File: src/rtl/ps2_keypad_pkg.sv
// Shared types and constants for the PS/2 keypad front end: receiver states,
// Set-2 scan codes and GBA KEYINPUT bit positions.
package ps2_pkg;

  typedef enum logic [1:0] {IDLE, DATA, PARITY, STOP} rx_state_e;

  localparam logic [7:0] SC_EXT    = 8'hE0;
  localparam logic [7:0] SC_BRK    = 8'hF0;
  localparam logic [7:0] SC_A      = 8'h22;  // X
  localparam logic [7:0] SC_B      = 8'h1A;  // Z
  localparam logic [7:0] SC_SELECT = 8'h66;  // Backspace
  localparam logic [7:0] SC_START  = 8'h5A;  // Enter
  localparam logic [7:0] SC_RIGHT  = 8'h74;  // extended
  localparam logic [7:0] SC_LEFT   = 8'h6B;  // extended
  localparam logic [7:0] SC_UP     = 8'h75;  // extended
  localparam logic [7:0] SC_DOWN   = 8'h72;  // extended
  localparam logic [7:0] SC_R      = 8'h1B;  // S
  localparam logic [7:0] SC_L      = 8'h1C;  // A

  localparam logic [3:0] KEY_A      = 4'd0;
  localparam logic [3:0] KEY_B      = 4'd1;
  localparam logic [3:0] KEY_SELECT = 4'd2;
  localparam logic [3:0] KEY_START  = 4'd3;
  localparam logic [3:0] KEY_RIGHT  = 4'd4;
  localparam logic [3:0] KEY_LEFT   = 4'd5;
  localparam logic [3:0] KEY_UP     = 4'd6;
  localparam logic [3:0] KEY_DOWN   = 4'd7;
  localparam logic [3:0] KEY_R      = 4'd8;
  localparam logic [3:0] KEY_L      = 4'd9;

  typedef struct packed {
    logic       hit;
    logic [3:0] idx;
  } key_hit_t;

  function automatic key_hit_t key_lookup(input logic [7:0] code, input logic ext);
    key_hit_t r;
    r.hit = 1'b1;
    r.idx = '0;
    if (ext) begin
      case (code)
        SC_RIGHT: r.idx = KEY_RIGHT;
        SC_LEFT:  r.idx = KEY_LEFT;
        SC_UP:    r.idx = KEY_UP;
        SC_DOWN:  r.idx = KEY_DOWN;
        default:  r.hit = 1'b0;
      endcase
    end else begin
      case (code)
        SC_A:      r.idx = KEY_A;
        SC_B:      r.idx = KEY_B;
        SC_SELECT: r.idx = KEY_SELECT;
        SC_START:  r.idx = KEY_START;
        SC_R:      r.idx = KEY_R;
        SC_L:      r.idx = KEY_L;
        default:   r.hit = 1'b0;
      endcase
    end
    return r;
  endfunction

endpackage

File: src/rtl/ps2_keypad_if.sv
// Pin-side and key-state-side signals of the PS/2 keypad.
interface ps2_keypad_if;
  logic       ps2_clk;
  logic       ps2_data;
  logic [9:0] keys;
  logic       key_event;
  logic       frame_err;

  modport master (output ps2_clk, ps2_data, input keys, key_event, frame_err);
  modport slave  (input ps2_clk, ps2_data, output keys, key_event, frame_err);
endinterface

File: src/rtl/ps2_keypad_rx.sv
// PS/2 frame receiver: pin synchronizer, clock stability filter, 11-bit frame
// FSM with odd-parity/start/stop checks and an inactivity timeout.
module ps2_rx
  import ps2_pkg::*;
#(
  parameter int unsigned FILTER_LEN  = 4,
  parameter int unsigned TIMEOUT_CYC = 50000
) (
  input  logic       clk,
  input  logic       rstn,
  input  logic       ps2_clk_i,
  input  logic       ps2_data_i,
  output logic       byte_valid_o,
  output logic [7:0] byte_o,
  output logic       err_o
);

  localparam int unsigned CW = $clog2(FILTER_LEN + 1);
  localparam int unsigned TW = $clog2(TIMEOUT_CYC + 1);

  logic [1:0]    clk_sync_q, dat_sync_q;
  logic          filt_q, filt_d;
  logic [CW-1:0] fcnt_q, fcnt_d;
  logic          strobe, dat;

  rx_state_e     state_q, state_d;
  logic [2:0]    bit_q, bit_d;
  logic [7:0]    shift_q, shift_d;
  logic          par_q, par_d;
  logic [TW-1:0] tmo_q, tmo_d;
  logic          valid_q, valid_d;
  logic          err_q, err_d;

  assign dat = dat_sync_q[1];

  always_comb begin
    filt_d = filt_q;
    fcnt_d = '0;
    if (clk_sync_q[1] != filt_q) begin
      if (fcnt_q == CW'(FILTER_LEN - 1)) filt_d = clk_sync_q[1];
      else                               fcnt_d = fcnt_q + 1'b1;
    end
  end

  assign strobe = filt_q & ~filt_d;

  always_comb begin
    state_d = state_q;
    bit_d   = bit_q;
    shift_d = shift_q;
    par_d   = par_q;
    tmo_d   = tmo_q;
    valid_d = 1'b0;
    err_d   = 1'b0;
    // A strobe wins over a timeout expiring in the same cycle.
    if (strobe) begin
      tmo_d = '0;
      case (state_q)
        IDLE: begin
          if (!dat) begin
            state_d = DATA;
            bit_d   = '0;
          end else begin
            err_d = 1'b1;
          end
        end
        DATA: begin
          shift_d = {dat, shift_q[7:1]};
          bit_d   = bit_q + 1'b1;
          if (bit_q == 3'd7) state_d = PARITY;
        end
        PARITY: begin
          par_d   = dat;
          state_d = STOP;
        end
        STOP: begin
          state_d = IDLE;
          if (dat && (^{shift_q, par_q})) valid_d = 1'b1;
          else                            err_d   = 1'b1;
        end
        default: state_d = IDLE;
      endcase
    end else if (state_q != IDLE) begin
      if (tmo_q == TW'(TIMEOUT_CYC - 1)) begin
        state_d = IDLE;
        err_d   = 1'b1;
        tmo_d   = '0;
      end else begin
        tmo_d = tmo_q + 1'b1;
      end
    end
  end

  always_ff @(posedge clk or negedge rstn) begin
    if (!rstn) begin
      clk_sync_q <= '1;
      dat_sync_q <= '1;
      filt_q     <= 1'b1;
      fcnt_q     <= '0;
      state_q    <= IDLE;
      bit_q      <= '0;
      shift_q    <= '0;
      par_q      <= 1'b0;
      tmo_q      <= '0;
      valid_q    <= 1'b0;
      err_q      <= 1'b0;
    end else begin
      clk_sync_q <= {clk_sync_q[0], ps2_clk_i};
      dat_sync_q <= {dat_sync_q[0], ps2_data_i};
      filt_q     <= filt_d;
      fcnt_q     <= fcnt_d;
      state_q    <= state_d;
      bit_q      <= bit_d;
      shift_q    <= shift_d;
      par_q      <= par_d;
      tmo_q      <= tmo_d;
      valid_q    <= valid_d;
      err_q      <= err_d;
    end
  end

  assign byte_valid_o = valid_q;
  assign byte_o       = shift_q;
  assign err_o        = err_q;

endmodule

File: src/rtl/ps2_keypad.sv
// PS/2 keyboard to GBA KEYINPUT vector: frame receiver plus E0/F0 prefix
// decoder holding press/release state for the ten mapped keys.
module ps2_keypad
  import ps2_pkg::*;
#(
  parameter int unsigned FILTER_LEN  = 4,
  parameter int unsigned TIMEOUT_CYC = 50000
) (
  input logic         clk,
  input logic         rstn,
  ps2_keypad_if.slave bus
);

  logic       rx_valid, rx_err;
  logic [7:0] rx_byte;
  key_hit_t   hit;

  logic [9:0] keys_q, keys_d;
  logic       ext_q, ext_d, brk_q, brk_d;
  logic       event_q, ferr_q;

  ps2_rx #(
    .FILTER_LEN  (FILTER_LEN),
    .TIMEOUT_CYC (TIMEOUT_CYC)
  ) u_rx (
    .clk          (clk),
    .rstn         (rstn),
    .ps2_clk_i    (bus.ps2_clk),
    .ps2_data_i   (bus.ps2_data),
    .byte_valid_o (rx_valid),
    .byte_o       (rx_byte),
    .err_o        (rx_err)
  );

  always_comb begin
    keys_d = keys_q;
    ext_d  = ext_q;
    brk_d  = brk_q;
    hit    = key_lookup(rx_byte, ext_q);
    if (rx_err) begin
      ext_d = 1'b0;
      brk_d = 1'b0;
    end else if (rx_valid) begin
      if (rx_byte == SC_EXT) begin
        ext_d = 1'b1;
      end else if (rx_byte == SC_BRK) begin
        brk_d = 1'b1;
      end else begin
        if (hit.hit) keys_d[hit.idx] = ~brk_q;
        ext_d = 1'b0;
        brk_d = 1'b0;
      end
    end
  end

  always_ff @(posedge clk or negedge rstn) begin
    if (!rstn) begin
      keys_q  <= '0;
      ext_q   <= 1'b0;
      brk_q   <= 1'b0;
      event_q <= 1'b0;
      ferr_q  <= 1'b0;
    end else begin
      keys_q  <= keys_d;
      ext_q   <= ext_d;
      brk_q   <= brk_d;
      event_q <= (keys_d != keys_q);
      ferr_q  <= rx_err;
    end
  end

  assign bus.keys      = keys_q;
  assign bus.key_event = event_q;
  assign bus.frame_err = ferr_q;

endmodule

File: src/flat_wrapper.sv
// flat-port wrapper written by rule: the top's interface ports become plain ports
module ps2_keypad_flat import ps2_pkg::*;
#(
  parameter int unsigned FILTER_LEN  = 4,
  parameter int unsigned TIMEOUT_CYC = 50000
)
  (clk, rstn, bus_ps2_clk, bus_ps2_data, bus_keys, bus_key_event, bus_frame_err);
  ps2_keypad_if bus_i ();
  input logic clk;
  input logic rstn;
  input wire logic [$bits(bus_i.ps2_clk)-1:0] bus_ps2_clk;
  input wire logic [$bits(bus_i.ps2_data)-1:0] bus_ps2_data;
  output wire logic [$bits(bus_i.keys)-1:0] bus_keys;
  output wire logic [$bits(bus_i.key_event)-1:0] bus_key_event;
  output wire logic [$bits(bus_i.frame_err)-1:0] bus_frame_err;
  assign bus_i.ps2_clk = bus_ps2_clk;
  assign bus_i.ps2_data = bus_ps2_data;
  assign bus_keys = bus_i.keys;
  assign bus_key_event = bus_i.key_event;
  assign bus_frame_err = bus_i.frame_err;
  ps2_keypad #(.FILTER_LEN(FILTER_LEN), .TIMEOUT_CYC(TIMEOUT_CYC)) u_core (.clk(clk), .rstn(rstn), .bus(bus_i));
endmodule
File: config.mk
export PLATFORM = sky130hd
export DESIGN_NAME = ps2_keypad_flat
export DESIGN_NICKNAME = d
export VERILOG_FILES = /design/src/rtl/ps2_keypad_pkg.sv /design/src/rtl/ps2_keypad_if.sv /design/src/rtl/ps2_keypad_rx.sv /design/src/rtl/ps2_keypad.sv /design/src/flat_wrapper.sv
export SDC_FILE = /design/constraint.sdc
export NUM_CORES = 1
export LEC_CHECK = 0
export CORE_ASPECT_RATIO = 1.4
export CORE_MARGIN = 3
export CORE_UTILIZATION = 60
export CTS_BUF_LIST = sky130_fd_sc_hd__clkbuf_2
export DETAILED_ROUTE_END_ITERATION = 10
export PLACE_DENSITY = 0.85
export SLEW_MARGIN = 10
export SYNTH_ARGS = -nofsm -noshare
export SYNTH_HDL_FRONTEND = slang
export SYNTH_SLANG_ARGS = --single-unit
File: constraint.sdc
create_clock -name clk -period 2.45 [get_ports clk]
set_clock_uncertainty 0.1 [all_clocks]
set_input_delay 0.49 -clock clk [delete_from_list [all_inputs] [get_ports clk]]
set_output_delay 0.49 -clock clk [all_outputs]
set_load 0.01 [all_outputs]
==> results.json, run 1 <==
{
  "cts_setup_buffers": 0,
  "crit_type": "reg -> reg",
  "synth_area_leader_cell": "dfrtp_1",
  "met1_length_um": 2160,
  "rr_endpoint": "u_core.bus.key_event$_DFF_PN0_",
  "slew_viol_final": 0,
  "routedWlPerCell_um": 14.1,
  "grt_overflow": 0,
  "drtPass1Iterations": 4,
  "initial_core_util_pct": 62.1,
  "sequentialPowerShare_pct": 67.1,
  "cts_root_buf": "clkbuf_2",
  "vias_per_cell": 5.79,
  "cts.sinks": 54,
  "drt_iter0_drc": 101,
  "async_reset_ff_share_pct": 100,
  "slew_headroom_pct": 52.0,
  "critPathMaxStageDelay_ns": 0.58,
  "intPower_w": 0.00106,
  "clk_pin_slew_ns": 0.29,
  "synth.area.top_cells": "dfrtp_1 40%, dfstp_2 4.3%, mux2_2 4.1%, ha_1 3.3%, nand2_1 3.2%",
  "post-dp-hpwl_um": 3760,
  "yosysSeqAreaShare_pct": 44.8,
  "crit_path_end": "u_core.bus.key_event$_DFF_PN0_",
  "ant_nets": 0,
  "met2WireLength_um": 2870,
  "die_w_um": 66.1,
  "ys.flop_type": "dfrtp_1",
  "p_leak_nw": 1.44,
  "ys_types": 59,
  "syn_area_per_cell_um2": 10.2,
  "wirelength_um": 5310,
  "drc": 0,
  "cts_inserted_buffers": 5,
  "clk_path_buf_depth": 2,
  "grt_max_degree": 55,
  "cts_tree": "done",
  "routed-via-count": 2173,
  "synth-seq-cells": 54,
  "synth_top_family_by_area": "simple AND/OR/NAND/NOR gates",
  "status": "complete, no violations",
  "worstPathRequired_ns": 2.77,
  "clkPwrFrac_pct": 25.7,
  "worstPathCellList": "and4bb_1 > nand2_1 > o31a_2 > or4_1 > a21oi_1 > nor2_1 > nand4_1",
  "route.met3.wl_um": 204,
  "finalCriticalPeriod_ns": 2.30,
  "critical_path_arrival_ns": 2.62,
  "synthSimpleGateAreaFrac_pct": 22.1,
  "ff2ff_path_depth": 7,
  "clock.fmax_mhz": 434,
  "setup_violations": 0,
  "ir_worst_vdd_mv": 0.292,
  "grt_pass1_vias": 2240,
  "yosysWarnings": 0,
  "synth-compound-area-share_pct": 12.6,
  "synthesis.area_mm2": 0.00303,
  "core_area_mm2": 0.00488,
  "syn-num-nets": 310,
  "postSynthCellCount": 298,
  "antenna-diode-count": 0,
  "globalplace.congestion": 0.881,
  "antenna_found_initial": 0,
  "cap_violations": 0,
  "synth_top_area_share_pct": 40.5,
  "worst_setup_path_end_kind": "register",
  "power_switching_w": 0.000376,
  "synth_edf_count": 0,
  "startpoint": "u_core.u_rx.byte_o[3]$_DFFE_PN0P_",
  "swShare_pct": 26.2,
  "power_w": 0.00143,
  "rr_startpoint": "u_core.u_rx.byte_o[3]$_DFFE_PN0P_",
  "final_hold_viol_count": 0,
  "area_delta_synth_final_pct": 6.73,
  "rsz0062_at_grt": "false",
  "cp_slowest_cell": "dfrtp_1",
  "reg2reg_slack_ns": 0.15,
  "numPortBuffers": 15,
  "min_path_type": "reg -> reg",
  "setup_tns_ns": 0,
  "comb_power_share_pct": 7.2,
  "tightest_slew_ns": 0.720,
  "synth-xor-area-share_pct": 5.78,
  "hold-worst-slack_ns": 0.277,
  "grt_pass1_wl_um": 9520,
  "power_density_mw_per_mm2": 444,
  "cp_max_fo": 15,
  "rows": 30,
  "top_layer": "met4",
  "finalCritPeriodShare_pct": 94.0,
  "grt_util_all_layers_pct": 19.8,
  "clk_latency_ns": 0.45,
  "synthMuxAreaShare_pct": 6.40,
  "synthAdderAreaFrac_pct": 3.30,
  "drive_gt1_share_pct": 13.8,
  "worstSetupStartpointType": "register",
  "die_h_um": 90.1,
  "ios": 16,
  "die_area_mm2": 0.00595,
  "htreeDepth": 2,
  "final_nets": 322
}
-- layout make-up --
class | instances | area, µm²
Fill cell | 385 | 1650
Clock buffer | 5 | 25.0
Tap cell | 64 | 80.1
Multi-Input combinational cell | 219 | 1530
Sequential cell | 54 | 1360
Clock inverter | 3 | 23.8
Inverter | 11 | 41.3
Timing Repair Buffer | 19 | 178
-- kinds of logic after synthesis --
kind of cell	after synthesis
AO/OA/AOI/OAI	53
XOR/XNOR	20
adder cells (fa/ha/maj)	8
buffers and inverters	25
flip-flops	54
multiplexers	18
AND/OR/NAND/NOR	120
-- registers in the layout (all words and copies together), names as in the netlist --
name                      cells
u_core.bus.keys              10
u_core.u_rx.bit_q             3
u_core.bus.key_event          1
u_core.u_rx.byte_o            8
u_core.u_rx.byte_valid_o      1
u_core.u_rx.fcnt_q            3
u_core.u_rx.clk_sync_q        2
u_core.ext_q                  1
u_core.u_rx.tmo_q            16
u_core.u_rx.filt_q            1
u_core.u_rx.par_q             1
u_core.u_rx.state_q           2
u_core.bus.frame_err          1
u_core.brk_q                  1
u_core.u_rx.err_o             1
u_core.u_rx.dat_sync_q        2
-- cells in the mapped netlist, types with 2 or more instances --
cell	number
nor3_1	6
buf_2	2
or3_1	3
nor4b_1	2
a22o_1	2
o2111ai_2	2
a21oi_1	5
o31ai_1	7
nor2_1	22
nor3b_1	3
mux2_2	11
nand2b_1	8
and2_1	3
o211ai_1	4
inv_1	11
dfstp_2	5
buf_6	7
nor2b_1	7
nand2_1	26
ha_1	8
clkbuf_1	3
and3_1	2
and3b_1	3
nor4_1	3
nand3_1	12
mux2i_1	7
o21ai_0	18
xor2_1	11
and4bb_2	3
nand4_1	7
xnor2_1	9
dfrtp_1	49
-- repair_timing --
item,4_1_cts,5_1_grt
setup endpoints to repair,0,5
gates resized for setup,0,3
hold endpoints to repair,5,0
hold buffers,1,0
-- cells in the final DEF, fill, tap and decap left out, types with 4 or more instances in the layout --
cell type	n
nor2b_1	7
xor2_1	11
mux2i_1	7
nand2_1	25
nand4_1	7
o21ai_0	18
mux2_2	11
dfstp_2	5
xnor2_1	9
clkdlybuf4s50_1	14
nand3_1	12
a21oi_1	5
o211ai_1	4
dfrtp_1	49
o31ai_1	7
nor3_1	6
nor2_1	22
nand2b_1	8
inv_1	11
clkbuf_2	5
ha_1	8
-- power groups by stage --
stage / clock network, W / registers, W / logic [W]
2_1_floorplan: 0 / 0.000972 / 0.0000673
3_3_place_gp: 0 / 0.000975 / 0.0000994
3_5_place_dp: 0 / 0.000978 / 0.000105
4_1_cts: 0.000381 / 0.000963 / 0.000106
5_1_grt: 0.000414 / 0.000970 / 0.000121
6_report: 0.000369 / 0.000962 / 0.000103
-- routing by layer --
metal  GRT usage (%)  vias to the layer above
met2            36.3                       51
met1            22.4                     1034
met4            6.10                        0
met5               0                        -
li1                -                     1080
met3            3.75                        8
-- worst min path at each step --
stage | from | to | slack (ns) | depth (start not counted)
4_1_cts | u_core.u_rx.clk_sync_q[0]$_DFF_PN1_ | u_core.u_rx.clk_sync_q[1]$_DFF_PN1_ | 0.28 | 0
5_1_grt | bus_ps2_clk | u_core.u_rx.clk_sync_q[0]$_DFF_PN1_ | 0.27 | 1
6_report | u_core.u_rx.clk_sync_q[0]$_DFF_PN1_ | u_core.u_rx.clk_sync_q[1]$_DFF_PN1_ | 0.28 | 0
3_5_place_dp | u_core.u_rx.clk_sync_q[0]$_DFF_PN1_ | u_core.u_rx.clk_sync_q[1]$_DFF_PN1_ | 0.25 | 0
2_1_floorplan | rstn | u_core.brk_q$_DFFE_PN0P_ | 0.09 | 0
3_3_place_gp | u_core.u_rx.clk_sync_q[0]$_DFF_PN1_ | u_core.u_rx.clk_sync_q[1]$_DFF_PN1_ | 0.25 | 0
-- metrics by stage --
step	area, µm²	std cells	setup WS [ns]	util [%]
floorplan	3030	298	0.434	-
global route	3230	375	0.00289	66.3
detailed placement	3160	366	0.154	64.8
CTS	3220	375	0.0991	66.1
global placement	3160	366	0.206	64.8
finish	3230	375	0.148	66.3
-- worst max-delay path, delay by kind of cell (launching register included) --
| family | cells | cell delay [ns] |
|---|---|---|
| simple gates | 5 | 1.04 |
| flops | 1 | 0.58 |
| compound gates | 2 | 0.54 |
No activity file was read; power rests on OpenSTA's default activity.
==> run 2: changes to the inputs <==
--- a/config.mk
+++ b/config.mk
@@ -5,7 +5,6 @@
 export SDC_FILE = /design/constraint.sdc
 export NUM_CORES = 1
 export LEC_CHECK = 0
-export CORE_ASPECT_RATIO = 1.4
 export CORE_MARGIN = 3
 export CORE_UTILIZATION = 60
 export CTS_BUF_LIST = sky130_fd_sc_hd__clkbuf_2
==> constraint.sdc (replaced) <==
create_clock -name clk -period 2.3 [get_ports clk]
set_clock_uncertainty 0.1 [all_clocks]
set_input_delay 0.46 -clock clk [delete_from_list [all_inputs] [get_ports clk]]
set_output_delay 0.46 -clock clk [all_outputs]
set_load 0.01 [all_outputs]
==> results.json, run 2 (synthesized netlist as in run 1, its figures left out) <==
{
  "area_delta_synth_final_pct": 9.75,
  "clk_path_buf_depth": 2,
  "routed-via-count": 2232,
  "worst_setup_path_end_kind": "register",
  "min_path_type": "reg -> reg",
  "globalplace.congestion": 0.815,
  "cts.sinks": 54,
  "grt_util_all_layers_pct": 21.1,
  "setup_violations": 0,
  "cp_slowest_cell": "dfrtp_1",
  "vias_per_cell": 5.77,
  "post-dp-hpwl_um": 4060,
  "initial_core_util_pct": 63.3,
  "rows": 25,
  "mostFrequentLayoutCells": "45 x dfrtp_1, 25 x nand2_1, 22 x nor2_1, 17 x o21ai_0, 14 x clkdlybuf4s50_1",
  "stdcell_count": 387,
  "core_area_mm2": 0.00479,
  "numPortBuffers": 15,
  "ir_worst_vdd_mv": 0.317,
  "clk_latency_ns": 0.43,
  "grt_pass1_vias": 2281,
  "grt_overflow": 0,
  "worstSetupStartpointType": "register",
  "power_w": 0.00150,
  "ff2ff_path_depth": 7,
  "dpl.cell_count": 378,
  "status": "complete, no violations",
  "clock.fmax_mhz": 448,
  "ios": 16,
  "cts_tree": "done",
  "drc": 0,
  "tightest_slew_ns": 0.723,
  "fin_util_pct": 69.5,
  "antenna_found_initial": 0,
  "regMostFlops": "u_core.u_rx.tmo_q",
  "cp.depth": 7,
  "cp_top_family": "simple AND/OR/NAND/NOR gates",
  "slew_viol_final": 0,
  "cts_setup_buffers": 0,
  "cap_violations": 0,
  "p_leak_nw": 1.49,
  "routedWlPerCell_um": 14.4,
  "drt_iter0_drc": 166,
  "slew_headroom_pct": 51.8,
  "worstPathRequired_ns": 2.59,
  "whs_path_depth": 0,
  "cts_inserted_buffers": 5,
  "grt_pass1_wl_um": 10300,
  "antenna-diode-count": 0,
  "die_w_um": 77.1,
  "crit_type": "reg -> reg",
  "ant_nets": 0,
  "critical_path_arrival_ns": 2.52,
  "htreeDepth": 2,
  "finalCriticalPeriod_ns": 2.23,
  "cts_root_buf": "clkbuf_2",
  "die_area_mm2": 0.00594,
  "grt_max_degree": 55,
  "power_density_mw_per_mm2": 452,
  "final_nets": 331,
  "final_common_cell": "dfrtp_1",
  "rsz0062_at_grt": "true",
  "n_fill_cell": 373,
  "largest_reg_flops": 16,
  "wirelength_um": 5590,
  "crit_buf_inv": 0,
  "worstPathCellList": "and2b_2 > mux2i_1 > o31a_2 > or4_1 > a21oi_1 > nor2_1 > nand4_1",
  "finalCritPeriodShare_pct": 97.1,
  "drtPass1Iterations": 5,
  "cp_max_fo": 12,
  "die_h_um": 77.1,
  "drive_gt1_share_pct": 18.4,
  "critPathMaxStageDelay_ns": 0.57,
  "clk_pin_slew_ns": 0.25,
  "final_hold_viol_count": 0
}
## run 2: changes by cell type in the layout (fill, tap and decap cells not counted), sizes merged
cell and change:
buf +9, clkbuf +1, clkinv +2, clkinvlp -2
inv -1
## run 2: final cells by class
cell class,instances,area [µm²],share of cell area (%)
clock buffer,6,30.0,0.903
clock inverter,2,8.76,0.263
inverter,11,41.3,1.24
multi-input combinational,219,1540,46.3
sequential,54,1360,41.0
tap,67,83.8,2.52
timing repair buffer,28,258,7.75
## run 2: metrics by stage
stage          hold slack (ns)  instance area (µm²)  setup TNS (ns)  setup slack (ns)
2_1_floorplan           0.0644                 3030               0             0.284
3_3_place_gp             0.246                 3250               0             0.149
3_5_place_dp             0.247                 3250               0            0.0602
4_1_cts                  0.275                 3300               0           0.00965
5_1_grt                  0.232                 3320         -0.0141           -0.0141
6_report                 0.273                 3320               0            0.0663
## run 2: per-layer routing
metal  up-vias  routed length, µm  track usage [%]
met5         -                  0                0
met4         0                 76             7.12
met3         9                194             3.87
met2        49               2850             36.3
met1      1071               2470             26.7
li1       1103                  -                -
## run 2: repair_timing
| action | CTS | global route |
|---|---|---|
| endpoints found under the setup margin | 0 | 8 |
| endpoints found under the hold margin | 49 | 0 |
| hold buffers | 1 | 0 |
| gates resized for setup | 0 | 13 |
## run 2: path summary, 6_finish.rpt
kind,start,slack (ns),endpoint
worst max-delay path,u_core.u_rx.byte_o[1]$_DFFE_PN0P_,0.07,u_core.bus.key_event$_DFF_PN0_
worst min-delay path,u_core.u_rx.dat_sync_q[0]$_DFF_PN1_,0.27,u_core.u_rx.dat_sync_q[1]$_DFF_PN1_
worst max register to register,u_core.u_rx.byte_o[1]$_DFFE_PN0P_,0.07,u_core.bus.key_event$_DFF_PN0_
worst min register to register,u_core.u_rx.dat_sync_q[0]$_DFF_PN1_,0.27,u_core.u_rx.dat_sync_q[1]$_DFF_PN1_
max in group asynchronous,rstn,1.40,u_core.u_rx.dat_sync_q[1]$_DFF_PN1_
min in group asynchronous,rstn,0.39,u_core.bus.keys[0]$_DFF_PN0_
## run 2: power breakdown
part / total (W) / internal, W / switching (W)
Clock: 0.000359 / 0.0000748 / 0.000284
Sequential: 0.00103 / 0.000999 / 0.0000277
Combinational: 0.000117 / 0.0000546 / 0.0000627
Total: 0.00150 / 0.00113 / 0.000374
## run 2: worst reg2reg max path, stage by stage (launching register included)
cell     delay (ns)
dfrtp_1        0.57
and2b_2        0.23
mux2i_1        0.07
o31a_2         0.43
or4_1          0.49
a21oi_1        0.14
nor2_1         0.06
nand4_1        0.09
==> run 3: changes to the inputs <==
--- a/config.mk
+++ b/config.mk
@@ -9,6 +9,7 @@
 export CORE_UTILIZATION = 60
 export CTS_BUF_LIST = sky130_fd_sc_hd__clkbuf_2
 export DETAILED_ROUTE_END_ITERATION = 10
+export GPL_ROUTABILITY_DRIVEN = 1
 export PLACE_DENSITY = 0.85
 export SLEW_MARGIN = 10
 export SYNTH_ARGS = -nofsm -noshare
==> results of run 3 <==
The final DEF is identical to that of run 2; final timing and power are the same.
